**src/rtl/ode_arith_pkg.sv**
```systemverilog
// Shared widths and state encoding for the ODE arithmetic datapath blocks.
//------------------------------------------------------------------------------
// Module   : ode_arith_pkg
// Brief    : Common localparams and FSM state type for ODE arithmetic units
// Revision : 1.0 - initial release
//------------------------------------------------------------------------------
`default_nettype none

package ode_arith_pkg;

  localparam int DATA_W  = 16;
  localparam int SLICE_W = 4;

  typedef enum logic [1:0] {
    IDLE = 2'd0,
    CALC = 2'd1,
    DONE = 2'd2
  } sub_state_t;

endpackage

`default_nettype wire

```
**src/rtl/cla_slice.sv**
```systemverilog
// Combinational carry-lookahead slice: every carry is a flat sum of products.
//------------------------------------------------------------------------------
// Module   : cla_slice
// Brief    : SLICE-bit lookahead adder slice (a + b + cin -> sum, cout)
// Revision : 1.0 - initial release
//------------------------------------------------------------------------------
`default_nettype none

module cla_slice
  import ode_arith_pkg::*;
#(
  parameter int SLICE = SLICE_W
) (
  input  logic [SLICE-1:0] a,
  input  logic [SLICE-1:0] b,
  input  logic             cin,
  output logic [SLICE-1:0] sum,
  output logic             cout
);

  logic [SLICE-1:0] p;
  logic [SLICE-1:0] g;
  logic [SLICE:0]   c;
  logic             run;
  logic             term;

  assign p = a ^ b;
  assign g = a & b;

  // c[i+1] = g[i] | p[i]g[i-1] | ... | p[i..0]cin, same equations as the 4-bit CLA
  always_comb begin
    c    = '0;
    run  = 1'b0;
    term = 1'b0;
    c[0] = cin;
    for (int i = 0; i < SLICE; i++) begin
      term = g[i];
      run  = p[i];
      for (int j = i - 1; j >= 0; j--) begin
        term = term | (run & g[j]);
        run  = run & p[j];
      end
      c[i+1] = term | (run & cin);
    end
  end

  assign sum  = p ^ c[SLICE-1:0];
  assign cout = c[SLICE];

endmodule

`default_nettype wire

```
**src/rtl/seq_cla_subtractor.sv**
```systemverilog
// Iterative signed subtractor: a + ~b + 1, one lookahead slice per clock.
//------------------------------------------------------------------------------
// Module   : seq_cla_subtractor
// Brief    : Multi-cycle CLA subtractor with valid/ready on both sides
// Revision : 1.0 - initial release
//------------------------------------------------------------------------------
`default_nettype none

module seq_cla_subtractor
  import ode_arith_pkg::*;
#(
  parameter int WIDTH = DATA_W,
  parameter int SLICE = SLICE_W
) (
  input  logic             clk,
  input  logic             rst_n,
  input  logic             in_valid,
  output logic             in_ready,
  input  logic [WIDTH-1:0] a,
  input  logic [WIDTH-1:0] b,
  output logic             out_valid,
  input  logic             out_ready,
  output logic [WIDTH-1:0] result,
  output logic             overflow,
  output logic             no_borrow
);

  localparam int NSLICE = WIDTH / SLICE;
  localparam int IDXW   = (NSLICE > 1) ? $clog2(NSLICE) : 1;
  localparam int SHW    = $clog2(WIDTH) + 1;

  sub_state_t       state_q, state_d;
  logic [WIDTH-1:0] a_q, a_d;
  logic [WIDTH-1:0] nb_q, nb_d;
  logic [WIDTH-1:0] acc_q, acc_d;
  logic [IDXW-1:0]  idx_q, idx_d;
  logic             carry_q, carry_d;
  logic [WIDTH-1:0] result_q, result_d;
  logic             overflow_q, overflow_d;
  logic             no_borrow_q, no_borrow_d;

  logic [SHW-1:0]   shamt;
  logic [WIDTH-1:0] a_sh;
  logic [WIDTH-1:0] nb_sh;
  logic [SLICE-1:0] slice_sum;
  logic             slice_cout;
  logic [WIDTH-1:0] acc_next;
  logic             last_slice;

  assign shamt      = SHW'(idx_q) * SHW'(SLICE);
  assign a_sh       = a_q >> shamt;
  assign nb_sh      = nb_q >> shamt;
  assign last_slice = (idx_q == IDXW'(NSLICE - 1));

  cla_slice #(
    .SLICE (SLICE)
  ) u_slice (
    .a    (a_sh[SLICE-1:0]),
    .b    (nb_sh[SLICE-1:0]),
    .cin  (carry_q),
    .sum  (slice_sum),
    .cout (slice_cout)
  );

  // Accumulator with the current slice merged in; on the last slice this is the answer
  assign acc_next = (acc_q & ~(WIDTH'({SLICE{1'b1}}) << shamt))
                  | (WIDTH'(slice_sum) << shamt);

  always_comb begin
    state_d     = state_q;
    a_d         = a_q;
    nb_d        = nb_q;
    acc_d       = acc_q;
    idx_d       = idx_q;
    carry_d     = carry_q;
    result_d    = result_q;
    overflow_d  = overflow_q;
    no_borrow_d = no_borrow_q;
    case (state_q)
      IDLE: begin
        if (in_valid) begin
          a_d     = a;
          nb_d    = ~b;
          acc_d   = '0;
          carry_d = 1'b1;
          idx_d   = '0;
          state_d = CALC;
        end
      end
      CALC: begin
        acc_d   = acc_next;
        carry_d = slice_cout;
        idx_d   = idx_q + 1'b1;
        if (last_slice) begin
          idx_d       = '0;
          state_d     = DONE;
          result_d    = acc_next;
          no_borrow_d = slice_cout;
          // b's sign bit is the inverse of the stored complement
          overflow_d  = (a_q[WIDTH-1] ^ ~nb_q[WIDTH-1]) & (acc_next[WIDTH-1] ^ a_q[WIDTH-1]);
        end
      end
      DONE: begin
        if (out_ready) begin
          state_d = IDLE;
        end
      end
      default: state_d = IDLE;
    endcase
  end

  always_ff @(posedge clk or negedge rst_n) begin
    if (!rst_n) begin
      state_q     <= IDLE;
      a_q         <= '0;
      nb_q        <= '0;
      acc_q       <= '0;
      idx_q       <= '0;
      carry_q     <= 1'b0;
      result_q    <= '0;
      overflow_q  <= 1'b0;
      no_borrow_q <= 1'b0;
    end else begin
      state_q     <= state_d;
      a_q         <= a_d;
      nb_q        <= nb_d;
      acc_q       <= acc_d;
      idx_q       <= idx_d;
      carry_q     <= carry_d;
      result_q    <= result_d;
      overflow_q  <= overflow_d;
      no_borrow_q <= no_borrow_d;
    end
  end

  assign in_ready  = (state_q == IDLE);
  assign out_valid = (state_q == DONE);
  assign result    = result_q;
  assign overflow  = overflow_q;
  assign no_borrow = no_borrow_q;

endmodule

`default_nettype wire

```
**config.mk**
```make
export PLATFORM = sky130hd
export DESIGN_NAME = seq_cla_subtractor
export DESIGN_NICKNAME = d
export VERILOG_FILES = /design/src/rtl/ode_arith_pkg.sv /design/src/rtl/cla_slice.sv /design/src/rtl/seq_cla_subtractor.sv
export SDC_FILE = /design/constraint.sdc
export NUM_CORES = 1
export LEC_CHECK = 0
export BUFFER_PORTS_ARGS = -buffer_cell sky130_fd_sc_hd__buf_2
export CAP_MARGIN = 20
export CORE_ASPECT_RATIO = 0.9
export CORE_MARGIN = 2
export CORE_UTILIZATION = 50
export CTS_BUF_LIST = sky130_fd_sc_hd__clkbuf_8 sky130_fd_sc_hd__clkbuf_16
export CTS_CLUSTER_SIZE = 20
export DETAILED_ROUTE_END_ITERATION = 8
export PLACE_DENSITY = 0.82
export RECOVER_POWER = 50
export SYNTH_ARGS = -nofsm -noshare
export SYNTH_HDL_FRONTEND = slang
export SYNTH_SLANG_ARGS = --single-unit
```
**constraint.sdc**
```tcl
create_clock -name clk -period 2.6 [get_ports clk]
set_clock_uncertainty 0.2 [all_clocks]
set_input_delay 0.13 -clock clk [delete_from_list [all_inputs] [get_ports clk]]
set_output_delay 0.13 -clock clk [all_outputs]
set_load 0.05 [all_outputs]
```
**Yosys cells after proc, flatten, opt, wreduce, memory -nomap -nowiden**

Index checks and enable logic that the tools add are counted.
Widths: inputs -> output; s select.

- Word-level logic and storage cells: 74
- Input bits: 36
- Output and inout port bits: 20
- Bits in registers: 71

- $add $sub $neg: 1
- Reductions and logical operators: 6
- Equality and inequality tests: 6
- Shifts and indexed selects: 4
- Bitwise operators: 37
- Mux-type cells: 11

Operators by type and width:

| kind | number |
|---|---|
| $not 16->16 | 2 |
| $pmux 16 s2 | 1 |
| $shr 16x4->4 | 2 |
| $and 1x1->1 | 17 |
| $and 16x16->16 | 1 |
| $mux 16 | 1 |
| $or 16x16->16 | 1 |
| $shl 4x4->16 | 1 |
| $shl 4x4->16 const A | 1 |
| $mux 2 | 5 |
| $or 1x1->1 | 10 |
| $xor 4x4->4 | 2 |
| $pmux 2 s3 | 1 |
| $reduce_and 2->1 | 3 |
| $and 4x4->4 | 1 |
| $eq 2x2->1 const B | 2 |
| $ne 2x2->1 const B | 2 |
| $pmux 2 s2 | 1 |
| $reduce_and 3->1 | 1 |
| $add 2x1->2 const B | 1 |
| $eq 2x1->1 const B | 1 |
| $logic_not 2->1 | 1 |
| $ne 2x1->1 const B | 1 |
| $pmux 1 s2 | 1 |
| other kinds (4) | 5 |

**Logic depth before layout (Yosys ltp)**

Gate-level depths: netlist (run 1).

- Word-level depth: 11
- Gate-level depth with buffers: 9
- Gate-level depth less buffers: 7

**By module**

From an unflattened synthesis (run 1), not the netlist that was laid out.

- Cells, all modules: 305
- Area, all modules: 3,203.1 um^2

Modules (own cells, without submodules):

| module | cells an instance | instances | seq. area each (um^2) | area each (um^2) |
|---|---|---|---|---|
| seq_cla_subtractor | 288 | 1 | 1,676.6 | 3,055.4 |
| cla_slice | 17 | 1 | 0.0 | 147.6 |

**Worst setup path after synthesis (run 1)**

No wires, ideal clock.

- Path type: reg-to-reg
- From: register idx_q[1]
- To: register result_q[7], in the netlist result[7]
- Required time: 2.274 ns
- Buffers on the path: 2
- Path slack: -0.042 ns
- Period minus slack after synthesis: 2.642 ns
- Stages on the path, launching flop included: 10
- Data arrival time: 2.316 ns
- Setup time: 0.126 ns
- Cells stage by stage: dfrtp_1 clkbuf_1 buf_2 mux4_2 ha_1 a41oi_2 o21ai_4 xor2_4 a221oi_1 nor2_1

- Word-level cells in the longest chain between the ends: 9
- Elaborated cells on any way between the ends: 20
- Classes of those cells: eq/ne: 1; shift: 4; bitwise: 14; reduce/logical: 1

Ends and longest elaborated chain:

| what | RTL line | source |
|---|---|---|
| start, declared | seq_cla_subtractor.sv:36 | `logic [IDXW-1:0] idx_q, idx_d;` |
| start signal, assigned | seq_cla_subtractor.sv:128 | `idx_q <= idx_d;` |
| $shr 16x4->4, on equally long branches | seq_cla_subtractor.sv:51, seq_cla_subtractor.sv:52 |  |
| $xor 4x4->4 or $and 4x4->4 (tied branches) | cla_slice.sv:27, cla_slice.sv:28 |  |
| $and 1x1->1, on equally long branches | cla_slice.sv:40, cla_slice.sv:41 |  |
| $or 1x1->1 (tied with other cells) | cla_slice.sv:40 | `term = term \| (run & g[j]);` |
| $or 1x1->1 or $and 1x1->1 (tied branches) | cla_slice.sv:40, cla_slice.sv:43 |  |
| $or 1x1->1 | cla_slice.sv:43 | `c[i+1] = term \| (run & cin);` |
| $xor 4x4->4 | cla_slice.sv:47 | `assign sum = p ^ c[SLICE-1:0];` |
| $shl 4x4->16 | seq_cla_subtractor.sv:67 | `\| (WIDTH'(slice_sum) << shamt);` |
| $or 16x16->16 | seq_cla_subtractor.sv:67 |  |
| end signal, assigned | seq_cla_subtractor.sv:130 | `result_q <= result_d;` |
| end, declared | seq_cla_subtractor.sv:38 | `logic [WIDTH-1:0] result_q, result_d;` |

Several ways; a longest one is shown, not always the timed one.
A chain may end at the register's enable or synchronous reset.

**Final worst setup path (run 1)**

- From: register idx_q[0]
- To: register overflow_q, in the netlist overflow

- Word-level cells in the longest chain between the ends: 11
- Elaborated cells on any way between the ends: 22
- Classes of those cells: eq/ne: 1; shift: 4; bitwise: 16; reduce/logical: 1

Ends and longest elaborated chain:

| what | RTL line | source |
|---|---|---|
| $shr 16x4->4, on equally long branches | seq_cla_subtractor.sv:51, seq_cla_subtractor.sv:52 |  |
| $xor 4x4->4 or $and 4x4->4 (tied branches) | cla_slice.sv:27, cla_slice.sv:28 |  |
| $and 1x1->1, on equally long branches | cla_slice.sv:40, cla_slice.sv:41 |  |
| $or 1x1->1 (tied with other cells) | cla_slice.sv:40 |  |
| $or 1x1->1 or $and 1x1->1 (tied branches) | cla_slice.sv:40, cla_slice.sv:43 |  |
| $or 1x1->1 | cla_slice.sv:43 |  |
| $xor 4x4->4 | cla_slice.sv:47 |  |
| $shl 4x4->16 | seq_cla_subtractor.sv:67 |  |
| $or 16x16->16 | seq_cla_subtractor.sv:67 |  |
| $xor 1x1->1 | seq_cla_subtractor.sv:100 | `overflow_d = (a_q[WIDTH-1] ^ ~nb_q[WIDTH-1]) & (acc_next[WIDTH-1] ^ a_q[WIDTH-1]);` |
| $and 1x1->1 | seq_cla_subtractor.sv:100 |  |
| end signal, assigned | seq_cla_subtractor.sv:131 | `overflow_q <= overflow_d;` |
| end, declared | seq_cla_subtractor.sv:39 | `logic overflow_q, overflow_d;` |

Several ways; a longest one is shown, not always the timed one.

==> qor.csv, run 1 <==
metric,value,unit
synth_area_leaders,"dfrtp_1 (55%), nand2_1 (10%), mux4_2 (5.9%)",
fin_crit_sh,102,%
wl,8320,um
io_buffers,55,
hold_class,in -> reg,
grt_usage,27.0,%
hold_viol,0,
period_minus_slack,2.66,ns
slowest_stage,mux4_2,
diodes,0,
setup_viol,4,
ios,56,
synth-xor-area-share,1.76,%
start_util,51.0,%
yosys-top-cells-count,"nand2_1 (85), dfrtp_1 (67), o21ai_0 (28), a21oi_1 (16), nor2_1 (15)",
violations,"capacitance limit, slew limit, setup timing",
numCtsBuffers,9,
die_w,86.5,um
final_nets,440,
coreArea,0.00601,mm2
dpl_worst_slack,-0.0287,ns
root_buffer,clkbuf_8,
async_reset_ff_share,100,%
status,"finished, violations left",
synth_seq_cells,67,
path_clk_slew,0.08,ns
post-synth-top-count-cell,nand2_1,
synth_fp_nets,344,
synth_top_family_by_area,compound AO/OA/AOI/OAI gates,
vias,2690,
synth_edf_count,0,
tightest_slew,1.60,ns
hpwlAfterDp,4890,um
cp_max_fo,8,
cp_data_required_time,2.65,ns
synth_warnings,0,
insertion_delay,0.36,ns
drt_first_iter_violations,429,
crit_buf_inv,1,
path_delay_family,compound AO/OA/AOI/OAI gates,
syn-instance-count,299,
grt_overflow,0,
synth_area,0.00306,mm2
dp.cells,419,
ys_types,32,
synthSimpleGateAreaFrac,13.8,%
fmax,376,MHz
die_y,78.3,um
final_cell_count_no_fill,472,
tritoncts_num_sinks,67,
rows,27,
cpPeakStageDelay,0.54,ns
first_pass_iters,4,
synth_adder_area_share,3.92,%
endpoint_kind,flop,
syn2layout_area_growth,34.1,%
setup_tns,-0.120,ns
grt_pass1_vias,2759,
h-tree-depth,3,
grt_max_degree,68,
design.die.area,0.00677,mm2
synth_mux_area_share,5.88,%
cts_buffer_depth,2,
synth_compound_area_share,16.2,%
drive_above_1_share,27.0,%
synth_flop_cell,dfrtp_1,
gp_congestion,0.911,
antenna_found_initial,0,
cts_tree,done,
cap_violations,1,
grt_first_pass_wirelength,13600,um
grt_setup_unrepaired,true,
wl_per_cell,17.6,um
slew_headroom,-6.56,%
worstSetupStartpointType,flop,
critPathKind,reg -> reg,
viasPerCell,5.70,
crit_chain,buf_4 > mux4_2 > ha_4 > a41oi_4 > o21ai_4 > xor2_4 > a31o_1 > a21oi_2,
holdWs,0.135,ns
worstPathArrival,2.71,ns
antenna_left,0,
synth_top_cell_by_area,dfrtp_1,
slew_viol_final,68,
syn_avg_cell_area,10.2,um2
drcViolationCount,0,
ys_seq_area_share,54.7,%
netlist.area_leader.share,54.7,%
fin_ws,-0.0584,ns
cell families after synthesis:
family / Yosys count
flops: 67
simple gates: 108
mux: 8
compound gates: 76
buf+inv: 27
xor+xnor: 4
fa+ha+maj: 9
layout by cell type, fill, tap and decap left out, types with 2 or more instances in the layout:
master / synthesis / final
nor3_1: 2 / 2
o31ai_1: 4 / 4
inv_1: 10 / 11
o21ai_0: 28 / 27
mux4_2: 8 / 8
a22oi_1: 3 / 3
nand2_1: 85 / 85
a21oi_1: 16 / 14
clkbuf_1: 8 / 4
buf_2: 8 / 51
a221oi_2: 0 / 5
dfrtp_1: 67 / 67
nor2_1: 15 / 15
o21ai_2: 0 / 2
dlygate4sd3_1: 0 / 34
buf_4: 1 / 11
nand2b_1: 2 / 2
ha_1: 8 / 4
o21ai_1: 3 / 2
a32o_1: 2 / 2
clkinv_4: 0 / 2
a22o_1: 8 / 8
ha_4: 0 / 3
a21oi_2: 2 / 3
clkbuf_8: 0 / 10
what timing repair did:
item | in CTS | in global routing
endpoints found under the hold margin | 100 | 0
hold buffers | 34 | 0
gates resized for setup | 6 | 13
endpoints found under the setup margin | 9 | 8
pin swaps | 2 | 5
buffers inserted | 0 | 3
flip-flops by register name, indices dropped and copies added (netlist names):
register   cells
a_q           16
overflow       1
state_q        2
idx_q          2
result        16
nb_q          16
carry_q        1
no_borrow      1
acc_q         12
per-stage QoR:
step                instance area [um2]  util (%)
floorplan                          3070         -
finish                             4110      68.3
global route                       4110      68.3
global placement                   3440      57.2
detailed placement                 3440      57.2
CTS                                4040      67.1
worst register-to-register path, cell delays in order (launching register included):
cell     delay [ns]
dfrtp_1        0.39
buf_4          0.15
mux4_2         0.54
ha_4           0.30
a41oi_4        0.25
o21ai_4        0.11
xor2_4         0.33
a31o_1         0.22
a21oi_2        0.06
layout make-up:
class	count	area, um2
multi-input cells	205	1390
flip-flops and latches	67	1680
clock buffers	10	138
well taps	72	90.1
inverters	10	37.5
clock inverters	6	65.1
fillers	422	1900
repair buffers	102	709
per-layer routing:
| metal | wire [um] | vias up | part of all wire (%) | global-route usage, % |
|---|---|---|---|---|
| li1 | - | 1219 | - | - |
| met1 | 3280 | 1298 | 39 | 35.4 |
| met2 | 4150 | 145 | 50 | 41.2 |
| met3 | 608 | 28 | 7.3 | 7.57 |
| met4 | 278 | 0 | 3.3 | 13.4 |
| met5 | 0 | - | 0 | 0 |
final timing paths:
check / end / slack (ns) / depth (start not counted) / start
min in group asynchronous: idx_q[1] / 0.60 / 3 / rst_n
worst min-delay path: nb_q[12] / 0.13 / 3 / in_valid
worst max-delay path: overflow / -0.06 / 8 / idx_q[0]
worst max register to register: overflow / -0.06 / 8 / idx_q[0]
worst min register to register: result[12] / 0.28 / 2 / result[12]
max in group asynchronous: acc_q[2] / 0.65 / 3 / rst_n
Power of run 1 is not shown: default switching activity piles up to over one toggle a cycle in this logic, so the estimate is an artifact.
==> run 2, diff against run 1 <==
--- a/config.mk
+++ b/config.mk
@@ -7,13 +7,15 @@
 export LEC_CHECK = 0
 export BUFFER_PORTS_ARGS = -buffer_cell sky130_fd_sc_hd__buf_2
 export CAP_MARGIN = 20
+export CELL_PAD_IN_SITES_DETAIL_PLACEMENT = 0
+export CELL_PAD_IN_SITES_GLOBAL_PLACEMENT = 1
 export CORE_ASPECT_RATIO = 0.9
 export CORE_MARGIN = 2
-export CORE_UTILIZATION = 50
+export CORE_UTILIZATION = 46
 export CTS_BUF_LIST = sky130_fd_sc_hd__clkbuf_8 sky130_fd_sc_hd__clkbuf_16
 export CTS_CLUSTER_SIZE = 20
 export DETAILED_ROUTE_END_ITERATION = 8
-export PLACE_DENSITY = 0.82
+export PLACE_DENSITY = 0.9
 export RECOVER_POWER = 50
 export SYNTH_ARGS = -nofsm -noshare
 export SYNTH_HDL_FRONTEND = slang
==> constraint.sdc (replaced) <==
create_clock -name clk -period 3.1 [get_ports clk]
set_clock_uncertainty 0.2 [all_clocks]
set_input_delay 0.155 -clock clk [delete_from_list [all_inputs] [get_ports clk]]
set_output_delay 0.155 -clock clk [all_outputs]
set_load 0.05 [all_outputs]
==> qor.csv, run 2 (synthesis results as in run 1) <==
metric,value,unit
status,"finished, violations left",
violations,"capacitance limit, slew limit",
final_cell_mix,"nand2_1 (85), dfrtp_1 (67), buf_2 (36)",
syn2layout_area_growth,30.1,%
vias,2511,
viasPerCell,5.16,
rows,28,
drt_first_iter_violations,205,
drcViolationCount,0,
grt_usage,21.7,%
holdWs,0.182,ns
path_clk_slew,0.07,ns
slowest_stage,dfrtp_1,
grt_max_degree,54,
ios,56,
cp-startpoint,idx_q[0],
setup_viol,0,
post_cts.repair.setup_buffers,0,
root_buffer,clkbuf_8,
hold_buffers,34,
diodes,0,
setup_tns,0,ns
hold_class,in -> async,
wl,7230,um
endpoint_kind,flop,
grt_pass1_vias,2575,
wl_per_cell,14.8,um
worstSetupStartpointType,flop,
design.die.area,0.00733,mm2
use_met1,29.5,%
gp_congestion,0.844,
crit_chain,mux4_2 > ha_1 > a41oi_2 > o21ai_4 > xor2_4 > a221oi_1 > nor2_1,
cts_tree,done,
drive_above_1_share,18.9,%
critPathKind,reg -> reg,
first_pass_iters,4,
cts_buffer_depth,2,
hpwlAfterDp,4670,um
r2r-start,idx_q[0],
cp_data_required_time,3.14,ns
hold_viol,0,
worstPathArrival,2.89,ns
antenna_found_initial,0,
placed_cell_area,0.00345,mm2
cap_violations,1,
slew_viol_final,51,
antenna_left,0,
grt_first_pass_wirelength,12300,um
tightest_slew,1.79,ns
die_w,90.0,um
fmax,350,MHz
grt-busiest-layer,met2,
final_nets,437,
io_buffers,55,
grt_setup_unrepaired,false,
cpPeakStageDelay,0.63,ns
cp_max_fo,10,
tritoncts_num_sinks,67,
die_y,81.4,um
mostFrequentLayoutCell,nand2_1,
grt_overflow,0,
grt_use_met3,6.24,%
cts_resized,0,
final_area,0.00399,mm2
coreArea,0.00652,mm2
h-tree-depth,3,
start_util,47.0,%
reg2reg_slack,0.24,ns
period_minus_slack,2.86,ns
insertion_delay,0.35,ns
fin_crit_sh,92.1,%
use_met2,34.0,%
slew_headroom,-19.5,%
numCtsBuffers,9,
[run 2: changes by cell type in the layout (fill, tap and decap cells not counted), moves of 3 or more]
cell      delta
ha_4         -3
buf_4        -3
clkbuf_1    +16
a221oi_2     -5
buf_2       -15
ha_1         +4
a221oi_1     +5
[run 2: layout make-up]
class / count / area, um2
Timing Repair Buffer: 99 / 661
Sequential cell: 67 / 1680
Fill cell: 571 / 2530
Multi-Input combinational cell: 205 / 1270
Clock buffer: 11 / 151
Tap cell: 90 / 113
Inverter: 10 / 37.5
Clock inverter: 5 / 75.1
[run 2: stage by stage]
stage	setup WS [ns]	utilization, %	cells
finish	0.244	61.2	487
detailed placement	0.231	52.9	437
global route	0.0621	61.2	487
global placement	0.328	52.9	437
floorplan	0.458	-	299
CTS	0.221	61.6	487
[run 2: worst max-delay path: cells and delay by family (launching register included)]
family	cells	cell delay, ns
xor+xnor	1	0.20
simple gates	1	0.07
mux	1	0.56
flops	1	0.63
compound gates	3	0.68
fa+ha+maj	1	0.41
[run 2: final timing paths]
kind,endpoint,cells after the start
setup / recovery,result[7],7
hold / removal,nb_q[6],2
setup reg to reg,result[7],7
hold reg to reg,nb_q[10],2
max in group asynchronous,no_borrow,3
min in group clk,a_q[10],5
[run 2: per-layer routing]
layer | wire [um] | up-vias
li1 | - | 1210
met3 | 419 | 12
met4 | 138 | 0
met2 | 3360 | 80
met5 | 0 | -
met1 | 3310 | 1209
Power of run 2 is left out for the same reason.
==> run 3, diff against run 2 <==
==> constraint.sdc (replaced) <==
create_clock -name clk -period 3.31 [get_ports clk]
set_clock_uncertainty 0.2 [all_clocks]
set_input_delay 0.1655 -clock clk [delete_from_list [all_inputs] [get_ports clk]]
set_output_delay 0.1655 -clock clk [all_outputs]
set_load 0.05 [all_outputs]
==> qor.csv, run 3 (synthesis results as in run 1) <==
metric,value,unit
first_pass_iters,5,
dp.cells,434,
cts_buffer_depth,2,
diodes,0,
holdWs,0.170,ns
r2r-end,result[7],
slew_headroom,-10.5,%
insertion_delay,0.34,ns
violations,"capacitance limit, slew limit",
rows,28,
wl,7120,um
slew_viol_final,68,
design.die.area,0.00733,mm2
grt_pass1_vias,2400,
hold_class,in -> reg,
die_y,81.4,um
ios,56,
antenna_left,0,
crit_end,result[7],
setup_viol,0,
worstSetupStartpointType,flop,
antenna_found_initial,0,
final_cell_mix,"nand2_1 (85), dfrtp_1 (67), buf_2 (37)",
h-tree-depth,3,
worstPathArrival,2.91,ns
final_cell_count_no_fill,483,
grt_setup_unrepaired,false,
fin_crit_sh,87.3,%
wl_per_cell,14.7,um
reg2reg_slack,0.42,ns
gp_congestion,0.849,
coreArea,0.00652,mm2
rr_worst_depth,7,
n_fill_cell,596,
grt_overflow,0,
cp_max_fo,9,
tritoncts_num_sinks,67,
tightest_slew,1.66,ns
r2r-start,idx_q[0],
fmax,346,MHz
drcViolationCount,0,
critPathKind,reg -> reg,
hpwlAfterDp,4460,um
mostFrequentLayoutCell,nand2_1,
cp-startpoint,idx_q[0],
cp_data_required_time,3.33,ns
cts_tree,done,
numCtsBuffers,9,
viasPerCell,5.17,
grt_max_degree,68,
final_area,0.00394,mm2
start_util,47.0,%
cap_violations,1,
drt_first_iter_violations,192,
vias,2497,
path_clk_slew,0.07,ns
io_buffers,55,
grt_first_pass_wirelength,12000,um
placed_cell_area,0.00343,mm2
status,"finished, violations left",
final_nets,434,
syn2layout_area_growth,28.7,%
drive_above_1_share,18.6,%
hold_viol,0,
root_buffer,clkbuf_8,
period_minus_slack,2.89,ns
endpoint_kind,flop,
die_w,90.0,um
setup_tns,0,ns
min_path_cells,4,
grt_usage,21.4,%
run 3: cell count changes in the layout (fill, tap and decap cells not counted):
cell	before	now
buf_4	8	6
clkbuf_1	20	18
clkinv_2	3	1
clkinvlp_4	0	2
buf_2	36	37
bufinv_16	2	1
run 3: metal layers:
metal / share of wire (%) / track usage, % / up-vias / wire length, um
met1: 47 / 29.3 / 1189 / 3340
met4: 2.4 / 10.0 / 0 / 171
met2: 45 / 32.6 / 93 / 3220
li1: - / - / 1199 / -
met5: 0 / 0 / - / 0
met3: 5.5 / 5.69 / 16 / 391
run 3: worst min path at each step:
stage               startpoint          to
finish                in_valid  state_q[0]
global route          in_valid  state_q[0]
CTS                   in_valid  state_q[0]
detailed placement       b[11]    nb_q[11]
global placement         b[10]    nb_q[10]
floorplan                rst_n      a_q[0]
run 3: layout make-up:
type,count,area (um2),area share (%)
Timing Repair Buffer,96,643,16.3
Sequential cell,67,1680,42.5
Tap cell,90,113,2.86
Multi-Input combinational cell,205,1270,32.3
Clock inverter,4,50.0,1.27
Inverter,10,37.5,0.952
Clock buffer,11,151,3.84
run 3: stage by stage:
stage	utilization, %	worst slack (ns)
floorplan	-	0.668
global placement	52.6	0.535
detailed placement	52.6	0.395
CTS	60.9	0.378
global route	60.5	0.248
finish	60.5	0.421
run 3: what timing repair did:
item	4_1_cts	5_1_grt
gates resized for setup	0	0
setup buffers	0	0
endpoints found under the hold margin	100	0
hold buffers	34	0
run 3: critical path: stages, from the launching register on:
cell	delay, ns
dfrtp_1	0.62
mux4_2	0.56
ha_1	0.41
a41oi_2	0.27
o21ai_4	0.11
xor2_4	0.20
a221oi_1	0.31
nor2_1	0.07
Power of run 3 is left out for the same reason.
